## config.mk

```make
export PLATFORM = sky130hd
export DESIGN_NAME = encoder_fixed_point_seq_flat
export DESIGN_NICKNAME = d
export VERILOG_FILES = /design/src/rtl/encoder_fixed_point_seq_if.sv /design/src/rtl/encoder_fixed_point_seq.sv /design/src/flat_wrapper.sv
export SDC_FILE = /design/constraint.sdc
export NUM_CORES = 2
export LEC_CHECK = 0
export CAP_MARGIN = 20
export CORE_ASPECT_RATIO = 0.6
export CORE_UTILIZATION = 60
export CTS_BUF_LIST = sky130_fd_sc_hd__clkbuf_8
export DETAILED_ROUTE_END_ITERATION = 8
export GPL_ROUTABILITY_DRIVEN = 0
export PLACE_DENSITY = 0.91
export SYNTH_ARGS = -nofsm -noshare
export SYNTH_HDL_FRONTEND = slang
export SYNTH_SLANG_ARGS = --single-unit
export TNS_END_PERCENT = 1
```

## constraint.sdc

```tcl
create_clock -name clk -period 30.3 [get_ports clk]
set_input_delay 6.06 -clock clk [delete_from_list [all_inputs] [get_ports clk]]
set_output_delay 6.06 -clock clk [all_outputs]
set_load 0.1 [all_outputs]
```

## src/rtl/encoder_fixed_point_seq_if.sv

```systemverilog
// Job/result handshake bundle for the sequential fixed-point encoder.
// The slave side is the encoder and the master side is the job source/result sink.
interface encoder_fixed_point_seq_if #(
  parameter int N_INPUT  = 9,
  parameter int M_OUTPUT = 2,
  parameter int BITSIZE  = 32
);
  logic                                  in_valid;
  logic                                  in_ready;
  logic [N_INPUT*BITSIZE-1:0]            x;
  logic [N_INPUT*M_OUTPUT*BITSIZE-1:0]   w;
  logic [M_OUTPUT*BITSIZE-1:0]           b;
  logic                                  out_valid;
  logic                                  out_ready;
  logic [M_OUTPUT*BITSIZE-1:0]           out;
  logic                                  busy;

  modport slave (
    input  in_valid, x, w, b, out_ready,
    output in_ready, out_valid, out, busy
  );

  modport master (
    output in_valid, x, w, b, out_ready,
    input  in_ready, out_valid, out, busy
  );
endinterface

```

## src/rtl/encoder_fixed_point_seq.sv

```systemverilog
// Dense-layer encoder out[j] = sum_i x[i]*w[j][i] + b[j] in Q16.16, one shared MAC per cycle.
// Latency M_OUTPUT*(N_INPUT+1) cycles from accept; one job at a time, result held while out_ready=0.
module encoder_fixed_point_seq #(
  parameter int N_INPUT  = 9,
  parameter int M_OUTPUT = 2,
  parameter int BITSIZE  = 32
) (
  input  logic                     clk,
  input  logic                     rst_n,
  encoder_fixed_point_seq_if.slave bus
);
  localparam int FRAC = 16;
  localparam int IW   = (N_INPUT  > 1) ? $clog2(N_INPUT)  : 1;
  localparam int JW   = (M_OUTPUT > 1) ? $clog2(M_OUTPUT) : 1;
  localparam logic [IW-1:0] I_LAST = IW'(N_INPUT - 1);
  localparam logic [JW-1:0] J_LAST = JW'(M_OUTPUT - 1);

  typedef enum logic [1:0] {IDLE, MAC, BIAS, DONE} state_t;

  state_t state, state_nx;

  logic [BITSIZE-1:0] x_r   [N_INPUT];
  logic [BITSIZE-1:0] w_r   [M_OUTPUT][N_INPUT];
  logic [BITSIZE-1:0] b_r   [M_OUTPUT];
  logic [BITSIZE-1:0] out_r [M_OUTPUT];
  logic [BITSIZE-1:0] acc;
  logic [IW-1:0]      i_idx;
  logic [JW-1:0]      j_idx;

  logic                        in_ready_c;
  logic                        out_valid_c;
  logic                        busy_c;
  logic                        accept;
  logic signed [2*BITSIZE-1:0] prod;
  logic [BITSIZE-1:0]          mac_term;
  logic [M_OUTPUT*BITSIZE-1:0] out_flat;

  assign accept = bus.in_valid && in_ready_c;

  // Full-width signed product, arithmetic shift drops the extra fraction bits (floor).
  assign prod     = $signed(x_r[i_idx]) * $signed(w_r[j_idx][i_idx]);
  assign mac_term = BITSIZE'(prod >>> FRAC);

  always_ff @(posedge clk or negedge rst_n) begin
    if (!rst_n) state <= IDLE;
    else        state <= state_nx;
  end

  always_comb begin
    state_nx = state;
    case (state)
      IDLE: if (accept) state_nx = MAC;
      MAC:  if (i_idx == I_LAST) state_nx = BIAS;
      BIAS: state_nx = (j_idx == J_LAST) ? DONE : MAC;
      DONE: if (bus.out_ready) state_nx = IDLE;
      default: state_nx = IDLE;
    endcase
  end

  always_comb begin
    in_ready_c  = 1'b0;
    out_valid_c = 1'b0;
    busy_c      = 1'b0;
    case (state)
      IDLE:     in_ready_c  = 1'b1;
      MAC:      busy_c      = 1'b1;
      BIAS:     busy_c      = 1'b1;
      DONE:     out_valid_c = 1'b1;
      default:  in_ready_c  = 1'b0;
    endcase
  end

  always_ff @(posedge clk or negedge rst_n) begin
    if (!rst_n) begin
      acc   <= '0;
      i_idx <= '0;
      j_idx <= '0;
      for (int k = 0; k < N_INPUT; k++) x_r[k] <= '0;
      for (int jj = 0; jj < M_OUTPUT; jj++) begin
        b_r[jj]   <= '0;
        out_r[jj] <= '0;
        for (int ii = 0; ii < N_INPUT; ii++) w_r[jj][ii] <= '0;
      end
    end else begin
      case (state)
        IDLE: if (accept) begin
          acc   <= '0;
          i_idx <= '0;
          j_idx <= '0;
          for (int k = 0; k < N_INPUT; k++) x_r[k] <= bus.x[k*BITSIZE +: BITSIZE];
          for (int jj = 0; jj < M_OUTPUT; jj++) begin
            b_r[jj] <= bus.b[jj*BITSIZE +: BITSIZE];
            for (int ii = 0; ii < N_INPUT; ii++)
              w_r[jj][ii] <= bus.w[(jj*N_INPUT + ii)*BITSIZE +: BITSIZE];
          end
        end
        MAC: begin
          acc <= acc + mac_term;
          if (i_idx != I_LAST) i_idx <= i_idx + IW'(1);
        end
        BIAS: begin
          out_r[j_idx] <= acc + b_r[j_idx];
          acc          <= '0;
          i_idx        <= '0;
          if (j_idx != J_LAST) j_idx <= j_idx + JW'(1);
        end
        default: ;
      endcase
    end
  end

  always_comb begin
    out_flat = '0;
    for (int jj = 0; jj < M_OUTPUT; jj++) out_flat[jj*BITSIZE +: BITSIZE] = out_r[jj];
  end

  assign bus.in_ready  = in_ready_c;
  assign bus.out_valid = out_valid_c;
  assign bus.busy      = busy_c;
  assign bus.out       = out_flat;
endmodule

```

## src/flat_wrapper.sv

```systemverilog
// flat-port wrapper written by rule: the top's interface ports become plain ports
module encoder_fixed_point_seq_flat 
#(
  parameter int N_INPUT  = 9,
  parameter int M_OUTPUT = 2,
  parameter int BITSIZE  = 32
)
  (clk, rst_n, bus_in_valid, bus_x, bus_w, bus_b, bus_out_ready, bus_in_ready, bus_out_valid, bus_out, bus_busy);
  encoder_fixed_point_seq_if #(.N_INPUT(N_INPUT), .M_OUTPUT(M_OUTPUT), .BITSIZE(BITSIZE)) bus_i ();
  input  logic clk;
  input  logic rst_n;
  input wire logic [$bits(bus_i.in_valid)-1:0] bus_in_valid;
  input wire logic [$bits(bus_i.x)-1:0] bus_x;
  input wire logic [$bits(bus_i.w)-1:0] bus_w;
  input wire logic [$bits(bus_i.b)-1:0] bus_b;
  input wire logic [$bits(bus_i.out_ready)-1:0] bus_out_ready;
  output wire logic [$bits(bus_i.in_ready)-1:0] bus_in_ready;
  output wire logic [$bits(bus_i.out_valid)-1:0] bus_out_valid;
  output wire logic [$bits(bus_i.out)-1:0] bus_out;
  output wire logic [$bits(bus_i.busy)-1:0] bus_busy;
  assign bus_i.in_valid = bus_in_valid;
  assign bus_i.x = bus_x;
  assign bus_i.w = bus_w;
  assign bus_i.b = bus_b;
  assign bus_i.out_ready = bus_out_ready;
  assign bus_in_ready = bus_i.in_ready;
  assign bus_out_valid = bus_i.out_valid;
  assign bus_out = bus_i.out;
  assign bus_busy = bus_i.busy;
  encoder_fixed_point_seq #(.N_INPUT(N_INPUT), .M_OUTPUT(M_OUTPUT), .BITSIZE(BITSIZE)) u_core (.clk(clk), .rst_n(rst_n), .bus(bus_i));
endmodule
```

==> impl_metrics.tcl <==
set metrics [dict create \
    status "finished with violations" \
    violations "design-rule violations" \
    fillers 7449 \
    start_util_pct 60.9 \
    cp_slowest_cell "dfrtp_4" \
    syn-num-nets 8453 \
    mostFrequentLayoutCell "dfrtp_1" \
    portBuffers 998 \
    ys.flop_type "dfrtp_1" \
    cts_resized 0 \
    cts_buffer_depth 3 \
    grt_overflow 0 \
    num_rows 100 \
    die_h_um 278 \
    antenna_left 0 \
    holdCritPathClass "reg -> reg" \
    yosys_warnings 0 \
    synthToLayoutAreaGrowth_pct 20.2 \
    layout-drive-gt1-share_pct 21.5 \
    cp-end-kind "flop" \
    arrival_ns 15.41 \
    core-area_mm2 0.125 \
    track_usage_pct 43.0 \
    first_pass_iters 9 \
    cts_sinks 1031 \
    grt_max_degree 188 \
    start_kind "flop" \
    drt_iter0_markers 8299 \
    final_cell_mix "dfrtp_1 (1027), clkdlybuf4s50_1 (997), mux2_2 (995)" \
    die_w_um 461 \
    worst_path_largest_cell_delay_ns 1.00 \
    grt_pass1_wl_um 401000 \
    ys_seq_elements 1031 \
    slew_headroom_pct 17.3 \
    maxSlewViolCount 0 \
    antenna_found_initial 132 \
    synth.avg_cell_area_um2 11.8 \
    fin_crit_sh_pct 48.4 \
    tightest_slew_ns 1.24 \
    crit_fanout 50 \
    netlist_area_mm2 0.0759 \
    rsz0062_at_grt "false" \
    synth_cells 6449 \
    ctsHoldBuffers 0 \
    final.min_clock_period_ns 14.67 \
    grt_pass1_vias 63100 \
    register_area_mm2 0.0258 \
    synth_edf_count 0 \
    synth_cell_types 73 \
    fmax_ghz 0.0682 \
    async_flop_share_pct 100 \
    drc 95 \
    cts_tree "yes" \
    final_hold_viol_count 0 \
    multi_input_area_mm2 0.0456 \
    layout.nets 9383 \
    setup_violations 0 \
    ys_seq_area_share_pct 34.0 \
    wire_per_inst_um 29.9 \
    routed_via_density 6.41 \
    whs_ns 0.484 \
    post-dp-hpwl_um 203000 \
    required_ns 31.04 \
    final.setup_skew_ns 0.0747 \
    cts_max_level 4 \
    cts_setup_buffers 0 \
    die-area_mm2 0.128 \
    cts_made_buffers 152 \
    setup_tns_ns 0 \
    path_common_cell "fa_1" \
    clk_pin_slew_ns 0.07 \
    worst_skew_pair.late_latency_ns 0.92 \
    io_pins 999 \
    cap_violations 0 \
    root_buffer "clkbuf_8" \
    vias 59700 \
    critPathKind "reg -> reg" \
    routed_wl_um 278000 \
]
## final cells by class
type / instances / area share (%)
multi-input cells: 4219 / 50.0
flip-flops and latches: 1031 / 28.3
repair buffers: 1135 / 12.2
inverters: 840 / 3.46
clock buffers: 185 / 2.79
well taps: 1683 / 2.31
clock inverters: 84 / 0.661
diodes: 124 / 0.340
## synth_stat cells, types with 14 or more instances
| library cell | instances | share of area, % |
|---|---|---|
| xor2_1 | 35 | 0.40 |
| dfrtp_1 | 1031 | 34 |
| a22o_1 | 31 | 0.36 |
| nand3_1 | 21 | 0.14 |
| o21a_1 | 17 | 0.17 |
| nor3_1 | 17 | 0.11 |
| mux4_2 | 167 | 5.0 |
| a21oi_1 | 105 | 0.69 |
| nand2_1 | 411 | 2.0 |
| mux2_2 | 995 | 15 |
| xnor2_1 | 81 | 0.93 |
| nor2b_1 | 20 | 0.16 |
| ha_1 | 232 | 3.8 |
| nor2_1 | 611 | 3.0 |
| buf_1 | 17 | 0.084 |
| inv_1 | 835 | 4.1 |
| nand2b_1 | 70 | 0.58 |
| clkbuf_1 | 277 | 1.4 |
| and2_1 | 17 | 0.14 |
| a22oi_1 | 48 | 0.47 |
| o21bai_1 | 14 | 0.14 |
| mux2i_1 | 89 | 1.2 |
| fa_1 | 840 | 22 |
| or2_2 | 38 | 0.31 |
| o22ai_1 | 34 | 0.28 |
| o21ai_0 | 114 | 0.75 |
| a21o_1 | 49 | 0.48 |
| o22a_1 | 26 | 0.30 |
| buf_2 | 41 | 0.27 |
## worst max-delay path: cells and delay by family, from the launching register on
| family | cells | cell delay (ns) |
|---|---|---|
| muxes | 1 | 0.58 |
| AOI/OAI and AO/OA | 19 | 5.46 |
| adders and majority gates | 10 | 4.31 |
| buffers and inverters | 8 | 2.31 |
| xor gates and xnor gates | 1 | 0.18 |
| DFF | 1 | 1.00 |
| and+or+nand+nor | 3 | 0.46 |
## registers in the layout (all words and copies together) (netlist names)
signal	count
u_core.i_idx	4
u_core.bus.out	64
u_core.acc	32
u_core.x_r	288
u_core.state	2
u_core.b_r	64
u_core.j_idx	1
u_core.w_r	576
## final timing paths
check / startpoint / to / depth (start not counted) / slack [ns]
max reg2reg: u_core.i_idx[0] / u_core.acc[31] / 42 / 15.63
max: u_core.i_idx[0] / u_core.acc[31] / 42 / 15.63
min in group asynchronous: rst_n / u_core.w_r[140] / 1 / 5.14
min: u_core.bus.out[53] / u_core.bus.out[53] / 2 / 0.48
max in group asynchronous: rst_n / u_core.x_r[252] / 7 / 20.57
min reg2reg: u_core.bus.out[53] / u_core.bus.out[53] / 2 / 0.48
## logic make-up after synthesis
logic type	Yosys count	share of synthesized area [%]
muxes	1251	20.9
and+or+nand+nor	1243	6.84
buffers and inverters	1199	6.19
adders and majority gates	1072	26.0
DFF	1031	34.0
AOI/OAI and AO/OA	535	4.74
xor gates and xnor gates	118	1.40
## metal layers
metal / share of wire (%) / track usage (%) / vias to the layer above
met1: 33 / 51.6 / 29800
met3: 16 / 20.3 / 1499
met2: 42 / 60.4 / 5225
met4: 8.8 / 30.8 / 44
li1: - / - / 23100
met5: 0.26 / 2.36 / -
## metrics by stage
stage	instances	utilization (%)	setup WS, ns	cell area, µm²
2_1_floorplan	6449	-	18.31	75900
4_1_cts	9172	72.8	16.09	90800
6_report	9301	73.1	15.63	91200
3_3_place_gp	8903	70.3	16.32	87700
5_1_grt	9281	73.1	15.23	91200
3_5_place_dp	8903	70.3	16.18	87700
Power is not shown: default switching activity piles up to over one toggle a cycle in this logic, so the estimate is an artifact.
